## config.mk

```make
export PLATFORM = sky130hd
export DESIGN_NAME = uart_transceiver
export DESIGN_NICKNAME = d
export VERILOG_FILES = /design/src/rtl/uart_pkg.sv /design/src/rtl/uart_rx_fifo.sv /design/src/rtl/uart_transceiver.sv
export SDC_FILE = /design/constraint.sdc
export NUM_CORES = 1
export LEC_CHECK = 0
export BUFFER_PORTS_ARGS = -buffer_cell sky130_fd_sc_hd__buf_2
export CORE_MARGIN = 2
export CORE_UTILIZATION = 55
export DETAILED_ROUTE_END_ITERATION = 16
export HOLD_SLACK_MARGIN = 0.06
export PLACE_DENSITY_LB_ADDON = 0.08
export RECOVER_POWER = 25
export REMOVE_ABC_BUFFERS = 1
export SYNTH_ARGS = -nofsm -noshare
export SYNTH_HDL_FRONTEND = slang
export SYNTH_SLANG_ARGS = --single-unit
```

## constraint.sdc

```tcl
create_clock -name clk -period 5 [get_ports clk]
set_input_delay 0.25 -clock clk [delete_from_list [all_inputs] [get_ports clk]]
set_output_delay 0.25 -clock clk [all_outputs]
set_load 0.01 [all_outputs]
```

## src/rtl/uart_pkg.sv

```systemverilog
// uart_pkg: shared types and helpers for uart_transceiver.
//   tx_state_t   - transmitter FSM states
//   rx_state_t   - receiver FSM states (RX_BREAK waits for the line to go high
//                  again after a frame whose stop bit was sampled low)
//   parity_calc  - parity bit for a payload (zero-extended to 9 bits)
package uart_pkg;

    typedef enum logic [2:0] {
        TX_IDLE,
        TX_START,
        TX_DATA,
        TX_PARITY,
        TX_STOP
    } tx_state_t;

    typedef enum logic [2:0] {
        RX_IDLE,
        RX_START,
        RX_DATA,
        RX_PARITY,
        RX_STOP,
        RX_BREAK
    } rx_state_t;

    // Bit that makes the total number of ones even (odd = 0) or odd (odd = 1).
    function automatic logic parity_calc(input logic [8:0] data, input logic odd);
        return (^data) ^ odd;
    endfunction

endpackage

```

## src/rtl/uart_rx_fifo.sv

```systemverilog
// uart_rx_fifo: synchronous FIFO holding received payloads.
//   clk, reset   - clock, asynchronous active-high reset (empties the FIFO)
//   push         - write push_data; dropped when full unless a pop happens too
//   pop          - remove head; ignored when empty
//   head         - oldest entry (valid when !empty)
//   full, empty  - occupancy flags
//   count        - occupancy, 0..DEPTH
// DEPTH must be a power of two so the pointers wrap naturally.
module uart_rx_fifo #(
    parameter int DEPTH = 8,
    parameter int WIDTH = 8
) (
    input  logic                   clk,
    input  logic                   reset,
    input  logic                   push,
    input  logic [WIDTH-1:0]       push_data,
    input  logic                   pop,
    output logic [WIDTH-1:0]       head,
    output logic                   full,
    output logic                   empty,
    output logic [$clog2(DEPTH):0] count
);
    localparam int AW = $clog2(DEPTH);
    localparam logic [AW:0] FULL_CNT = (AW+1)'(DEPTH);

    logic [WIDTH-1:0] mem [DEPTH];
    logic [AW-1:0]    wr_ptr;
    logic [AW-1:0]    rd_ptr;
    logic             do_pop;
    logic             do_push;

    assign empty   = (count == '0);
    assign full    = (count == FULL_CNT);
    assign do_pop  = pop && !empty;
    // A pop in the same cycle frees the slot being written, so push still goes in at full.
    assign do_push = push && (!full || do_pop);
    assign head    = mem[rd_ptr];

    always_ff @(posedge clk or posedge reset) begin
        if (reset) begin
            wr_ptr <= '0;
            rd_ptr <= '0;
            count  <= '0;
        end else begin
            if (do_push) wr_ptr <= wr_ptr + 1'b1;
            if (do_pop)  rd_ptr <= rd_ptr + 1'b1;
            if (do_push && !do_pop)
                count <= count + 1'b1;
            else if (do_pop && !do_push)
                count <= count - 1'b1;
        end
    end

    always_ff @(posedge clk) begin
        if (do_push) mem[wr_ptr] <= push_data;
    end

endmodule

```

## src/rtl/uart_transceiver.sv

```systemverilog
// uart_transceiver: full-duplex UART, 16x-style oversampled receiver with
// mid-bit sampling and glitch-rejecting start detect, RX FIFO, valid/ready TX.
//   clk, reset      - clock, asynchronous active-high reset
//   tx_data/valid   - payload to send; accepted on tx_valid && tx_ready
//   tx_ready        - transmitter idle
//   rx_data/valid   - FIFO head / FIFO not empty; pop on rx_valid && rx_ready
//   rx_count        - FIFO occupancy
//   rx_frame_err    - 1-clk pulse: stop bit sampled low (frame dropped)
//   rx_parity_err   - 1-clk pulse: parity mismatch (frame dropped)
//   rx_overrun      - 1-clk pulse: good frame dropped because FIFO was full
//   uart_rx/uart_tx - serial in (asynchronous) / serial out (idle high)
// Build option: define UART_PARITY_EN to add a parity bit (even, or odd when
// PARITY_ODD != 0) after the data bits in both directions.
module uart_transceiver #(
    parameter int BAUD_DIV      = 54,
    parameter int OVERSAMPLE    = 16,
    parameter int DATA_BITS     = 8,
    parameter int STOP_BITS     = 1,
    parameter int PARITY_ODD    = 0,
    parameter int RX_FIFO_DEPTH = 8
) (
    input  logic                           clk,
    input  logic                           reset,
    input  logic [DATA_BITS-1:0]           tx_data,
    input  logic                           tx_valid,
    output logic                           tx_ready,
    output logic [DATA_BITS-1:0]           rx_data,
    output logic                           rx_valid,
    input  logic                           rx_ready,
    output logic [$clog2(RX_FIFO_DEPTH):0] rx_count,
    output logic                           rx_frame_err,
    output logic                           rx_parity_err,
    output logic                           rx_overrun,
    input  logic                           uart_rx,
    output logic                           uart_tx
);
    import uart_pkg::*;

`ifdef UART_PARITY_EN
    localparam bit PAR_EN = 1'b1;
`else
    localparam bit PAR_EN = 1'b0;
`endif

    localparam int DIVW = (BAUD_DIV > 1) ? $clog2(BAUD_DIV) : 1;
    localparam int TW   = $clog2(OVERSAMPLE);
    localparam logic [DIVW-1:0] DIV_LAST  = DIVW'(BAUD_DIV - 1);
    localparam logic [TW-1:0]   TICK_LAST = TW'(OVERSAMPLE - 1);
    localparam logic [TW-1:0]   TICK_HALF = TW'(OVERSAMPLE/2 - 1);
    localparam logic [3:0]      DATA_LAST = 4'(DATA_BITS - 1);
    localparam logic [3:0]      STOP_LAST = 4'(STOP_BITS - 1);
    localparam logic            ODD       = (PARITY_ODD != 0);

    // Oversample tick divider
    logic [DIVW-1:0] div_cnt;
    logic            tick;

    assign tick = (div_cnt == DIV_LAST);

    always_ff @(posedge clk or posedge reset) begin
        if (reset) div_cnt <= '0;
        else       div_cnt <= tick ? '0 : div_cnt + 1'b1;
    end

    // Transmitter
    tx_state_t            tx_state;
    logic [DATA_BITS-1:0] tx_shift;
    logic                 tx_par;
    logic                 tx_go;
    logic [TW-1:0]        tx_tick;
    logic [3:0]           tx_bit;

    always_ff @(posedge clk or posedge reset) begin
        if (reset) begin
            tx_state <= TX_IDLE;
            tx_shift <= '0;
            tx_par   <= 1'b0;
            tx_go    <= 1'b0;
            tx_tick  <= '0;
            tx_bit   <= '0;
            uart_tx  <= 1'b1;
            tx_ready <= 1'b1;
        end else if (tx_state == TX_IDLE) begin
            if (tx_valid) begin
                tx_shift <= tx_data;
                tx_par   <= parity_calc(9'(tx_data), ODD);
                tx_go    <= 1'b0;
                tx_ready <= 1'b0;
                tx_state <= TX_START;
            end
        end else if (tick) begin
            if (!tx_go) begin
                // First tick after accept opens the start bit, aligning every
                // following bit to whole tick periods.
                tx_go   <= 1'b1;
                tx_tick <= '0;
                uart_tx <= 1'b0;
            end else if (tx_tick != TICK_LAST) begin
                tx_tick <= tx_tick + 1'b1;
            end else begin
                tx_tick <= '0;
                case (tx_state)
                    TX_START: begin
                        tx_state <= TX_DATA;
                        tx_bit   <= '0;
                        uart_tx  <= tx_shift[0];
                    end
                    TX_DATA: begin
                        tx_shift <= tx_shift >> 1;
                        if (tx_bit != DATA_LAST) begin
                            tx_bit  <= tx_bit + 1'b1;
                            uart_tx <= tx_shift[1];
                        end else if (PAR_EN) begin
                            tx_state <= TX_PARITY;
                            uart_tx  <= tx_par;
                        end else begin
                            tx_state <= TX_STOP;
                            tx_bit   <= '0;
                            uart_tx  <= 1'b1;
                        end
                    end
                    TX_PARITY: begin
                        tx_state <= TX_STOP;
                        tx_bit   <= '0;
                        uart_tx  <= 1'b1;
                    end
                    default: begin
                        if (tx_bit != STOP_LAST) begin
                            tx_bit <= tx_bit + 1'b1;
                        end else begin
                            tx_state <= TX_IDLE;
                            tx_ready <= 1'b1;
                        end
                    end
                endcase
            end
        end
    end

    // Receiver
    rx_state_t            rx_state;
    logic                 rx_s1;
    logic                 rx_s2;
    logic [TW-1:0]        rx_tick;
    logic [3:0]           rx_bit;
    logic [DATA_BITS-1:0] rx_shift;
    logic                 rx_par_bit;
    logic                 rx_par_bad;
    logic                 rx_done;
    logic                 fifo_full;
    logic                 fifo_empty;

    assign rx_par_bad = PAR_EN && (rx_par_bit != parity_calc(9'(rx_shift), ODD));
    assign rx_valid   = !fifo_empty;

    always_ff @(posedge clk or posedge reset) begin
        if (reset) begin
            rx_s1         <= 1'b1;
            rx_s2         <= 1'b1;
            rx_state      <= RX_IDLE;
            rx_tick       <= '0;
            rx_bit        <= '0;
            rx_shift      <= '0;
            rx_par_bit    <= 1'b0;
            rx_done       <= 1'b0;
            rx_frame_err  <= 1'b0;
            rx_parity_err <= 1'b0;
            rx_overrun    <= 1'b0;
        end else begin
            rx_s1         <= uart_rx;
            rx_s2         <= rx_s1;
            rx_done       <= 1'b0;
            rx_frame_err  <= 1'b0;
            rx_parity_err <= 1'b0;
            // Judged in the cycle the FIFO sees the push, so a same-cycle pop rescues it.
            rx_overrun    <= rx_done && fifo_full && !rx_ready;
            case (rx_state)
                RX_IDLE: begin
                    if (!rx_s2) begin
                        rx_state <= RX_START;
                        rx_tick  <= '0;
                    end
                end
                RX_START: begin
                    if (tick) begin
                        if (rx_tick != TICK_HALF) begin
                            rx_tick <= rx_tick + 1'b1;
                        end else begin
                            rx_tick  <= '0;
                            rx_bit   <= '0;
                            rx_state <= rx_s2 ? RX_IDLE : RX_DATA;
                        end
                    end
                end
                RX_BREAK: begin
                    if (rx_s2) rx_state <= RX_IDLE;
                end
                default: begin
                    // DATA / PARITY / STOP: one sample per bit, at mid-bit
                    if (tick) begin
                        if (rx_tick != TICK_LAST) begin
                            rx_tick <= rx_tick + 1'b1;
                        end else begin
                            rx_tick <= '0;
                            case (rx_state)
                                RX_DATA: begin
                                    rx_shift <= {rx_s2, rx_shift[DATA_BITS-1:1]};
                                    if (rx_bit != DATA_LAST)
                                        rx_bit <= rx_bit + 1'b1;
                                    else
                                        rx_state <= PAR_EN ? RX_PARITY : RX_STOP;
                                end
                                RX_PARITY: begin
                                    rx_par_bit <= rx_s2;
                                    rx_state   <= RX_STOP;
                                end
                                default: begin
                                    rx_frame_err  <= !rx_s2;
                                    rx_parity_err <= rx_par_bad;
                                    rx_done       <= rx_s2 && !rx_par_bad;
                                    rx_state      <= rx_s2 ? RX_IDLE : RX_BREAK;
                                end
                            endcase
                        end
                    end
                end
            endcase
        end
    end

    uart_rx_fifo #(
        .DEPTH (RX_FIFO_DEPTH),
        .WIDTH (DATA_BITS)
    ) u_rx_fifo (
        .clk       (clk),
        .reset     (reset),
        .push      (rx_done),
        .push_data (rx_shift),
        .pop       (rx_ready),
        .head      (rx_data),
        .full      (fifo_full),
        .empty     (fifo_empty),
        .count     (rx_count)
    );

endmodule

```

==> metrics.csv <==
metric,value,unit
finalSetupTns,0,ns
worstReg2RegStart,u_rx_fifo.count[0]$_DFFE_PP0P_,
yosys_warnings,0,
finalSetupViolCount,0,
r2r_slack,2.51,ns
p_per_area,453,mW/mm²
clock_path_buffers,2,
synth-edff-count,64,
ant_nets,0,
drt_iter0_drc,156,
tightest_slew,1.08,ns
status,finished clean,
dp.cells,564,
dpl.hpwl,6510,µm
critPathRequiredTime,4.75,ns
min_from,tx_data[6],
core-area,0.0103,mm²
slew_headroom,28.3,%
leakagePower,2.62,nW
clock-skew-final,0.00971,ns
initial_core_util,56.2,%
synthCells,411,
syn_to_final_growth,16.2,%
grt_pass1_vias,3445,
io_pins,31,
finalCritPeriodShare,57.2,%
crit_type,flop to output port,
track_usage,20.0,%
synth_top_flop_cell,edfxtp_1,
final_cells,600,
vdd_ir_drop_max,0.245,mV
hold_viol_final,0,
n_fill_cell,790,
cts_sinks,126,
htree_levels,4,
whs_endpoint,tx_shift[6]$_DFFE_PP0P_,
utilization,65.3,%
end_kind,output port,
die_w,106,µm
whs,0.0805,ns
cts_buffers,17,
port_buffers,29,
antennaDiodeCount,0,
gr-total-overflow,0,
drt_first_pass_iters,5,
clk_pin_slew,0.06,ns
finalMaxSlewViolations,0,
fin_crit,2.86,ns
cap_violations,0,
startpoint,u_rx_fifo.rd_ptr[0]$_DFFE_PP0P_,
wl_per_cell,17.1,µm
critPathLaunchType,flop,
routed_wl,10300,µm
worstPathArrival,2.61,ns
grt_max_degree,63,
vias_per_cell,5.70,
max_freq,350,MHz
yosysSeqAreaShare,60.2,%
num_rows,37,
cts_setup_buffers,0,
yosys_register_bits,126,
antenna_found_initial,0,
holdPathStages,3,
die_area,0.0113,mm²
drive_above_1_share,28.4,%
r2r_cells,10,
grt_first_pass_wirelength,17000,µm
ys_types,64,
syn_avg_cell_area,14.0,µm²
min_path_type,input pin to flop,
clock_latency,0.53,ns
netlist_area,0.00577,mm²
rsz0062_at_grt,no,
drcViolationCount,0,
place_congestion,0.805,
cts_tree,yes,
crit_path_max_fanout,18,
vias,3420,
r2r_end,u_rx_fifo.count[3]$_DFFE_PP0P_,
nNetsFinal,477,
async_flop_share,49.2,%
cts_root_buf,clkbuf_8,
die-height,106,µm
==> layer usage <==
metal | GRT usage [%] | wire length, µm | part of all wire (%)
met5 | 0 | 0 | 0
met4 | 9.74 | 233 | 2.3
met3 | 4.05 | 280 | 2.7
met2 | 33.6 | 5180 | 51
met1 | 24.9 | 4560 | 44
==> layout make-up <==
type                    count  area [µm²]  share of cell area (%)
repair buffers             36         208                    3.10
multi-input cells         254        2170                    32.3
clock buffers              18         418                    6.23
inverters                  16        60.1                   0.895
clock inverters            14         209                    3.11
well taps                 136         170                    2.54
flip-flops and latches    126        3480                    51.8
==> critical path: stages, from the launching register on <==
cell and delay, ns:
dfrtp_1 1.05, mux4_2 0.62, mux2_2 0.27, buf_2 0.14
==> cells by family after synthesis <==
| logic type | Yosys count | share of synthesized area (%) |
|---|---|---|
| and+or+nand+nor | 122 | 11.9 |
| muxes | 57 | 14.1 |
| buffers and inverters | 31 | 2.25 |
| adders and majority gates | 13 | 2.95 |
| DFF | 126 | 60.2 |
| other | 1 | 0.0649 |
| xor gates and xnor gates | 10 | 1.52 |
| AOI/OAI and AO/OA | 51 | 6.91 |
==> flip-flops by register name, indices dropped and copies added, names as in the netlist <==
| signal | count |
|---|---|
| tx_shift | 8 |
| uart_tx | 1 |
| tx_go | 1 |
| tx_tick | 4 |
| tx_ready | 1 |
| rx_shift | 8 |
| tx_bit | 4 |
| u_rx_fifo.mem | 64 |
| u_rx_fifo.wr_ptr | 3 |
| rx_tick | 4 |
| rx_frame_err | 1 |
| rx_done | 1 |
| rx_overrun | 1 |
| rx_bit | 4 |
| u_rx_fifo.count | 4 |
| u_rx_fifo.rd_ptr | 3 |
| rx_state | 3 |
| rx_s1 | 1 |
| div_cnt | 6 |
| tx_state | 3 |
| rx_s2 | 1 |
==> through the flow <==
step / power, mW / worst slack (ns) / area [µm²]
2_1_floorplan: 1.63 / 2.69 / 5700
3_3_place_gp: 1.76 / 2.61 / 6040
3_5_place_dp: 1.77 / 2.51 / 6040
4_1_cts: 3.07 / 2.07 / 6710
5_1_grt: 3.17 / 1.95 / 6710
6_report: 3.04 / 2.14 / 6710
==> synthesized netlist by cell type (4+ instances only) <==
cell,count,area [µm²]
mux2i_1,4,40.0
nor2_1,26,97.6
mux4_2,16,360
a21oi_1,5,25.0
o21ai_0,7,35.0
nor2b_1,6,37.5
nand3_1,15,75.1
nand4_1,4,25.0
xnor2_1,9,78.8
o31ai_1,4,30.0
nand2b_1,9,56.3
nor4_1,4,25.0
and3b_1,4,35.0
nand2_1,24,90.1
nor3_1,6,30.0
ha_1,12,150
edfxtp_1,64,1920
dfstp_2,4,105
mux2_2,37,417
clkbuf_1,6,22.5
inv_1,16,60.1
dfrtp_1,58,1450
o211ai_1,6,45.0
buf_2,5,25.0
==> worst max path at each step <==
| stage | endpoint | slack (ns) | cells after the start |
|---|---|---|---|
| 2_1_floorplan | u_rx_fifo.count[3]$_DFFE_PP0P_ | 2.69 | 10 |
| 3_3_place_gp | u_rx_fifo.count[3]$_DFFE_PP0P_ | 2.61 | 10 |
| 3_5_place_dp | u_rx_fifo.count[3]$_DFFE_PP0P_ | 2.51 | 10 |
| 4_1_cts | rx_data[7] | 2.07 | 3 |
| 5_1_grt | rx_data[6] | 1.95 | 3 |
| 6_report | rx_data[7] | 2.14 | 3 |
==> report_power, final <==
part           internal (mW)  switching, mW  total [mW]
clock                  0.821          0.475        1.30
sequential              1.14          0.127        1.27
combinational          0.316          0.160       0.476
==> what timing repair did <==
item                      CTS  global route
hold endpoints to repair   61             0
hold buffers                4             0
resized for setup           0             0
==> cell usage in the layout (no fill, tap or decap), types with 3 or more instances in the layout <==
master	netlist	layout
mux2_2	37	37
clkinv_4	0	5
mux4_2	16	16
nand2_1	24	24
inv_6	0	3
and4_1	3	3
buf_2	5	29
dfrtp_1	58	58
edfxtp_1	64	64
nand4_1	4	4
o21ai_0	7	7
dfstp_2	4	4
dlygate4sd3_1	0	4
nor3_1	6	6
clkbuf_16	0	16
o211ai_1	6	6
bufinv_16	0	4
buf_4	2	3
a21oi_1	5	5
mux2i_1	4	4
o2bb2ai_1	3	3
and3b_1	4	4
nand3_1	15	15
nand3b_1	3	3
nor2b_1	6	6
nand2b_1	9	9
nor4_1	4	4
a22o_1	3	3
xnor2_1	9	9
o31ai_1	4	4
and3_1	3	3
ha_1	12	12
nor2_1	26	26
inv_1	16	15
(Power assumes the default switching activity.)
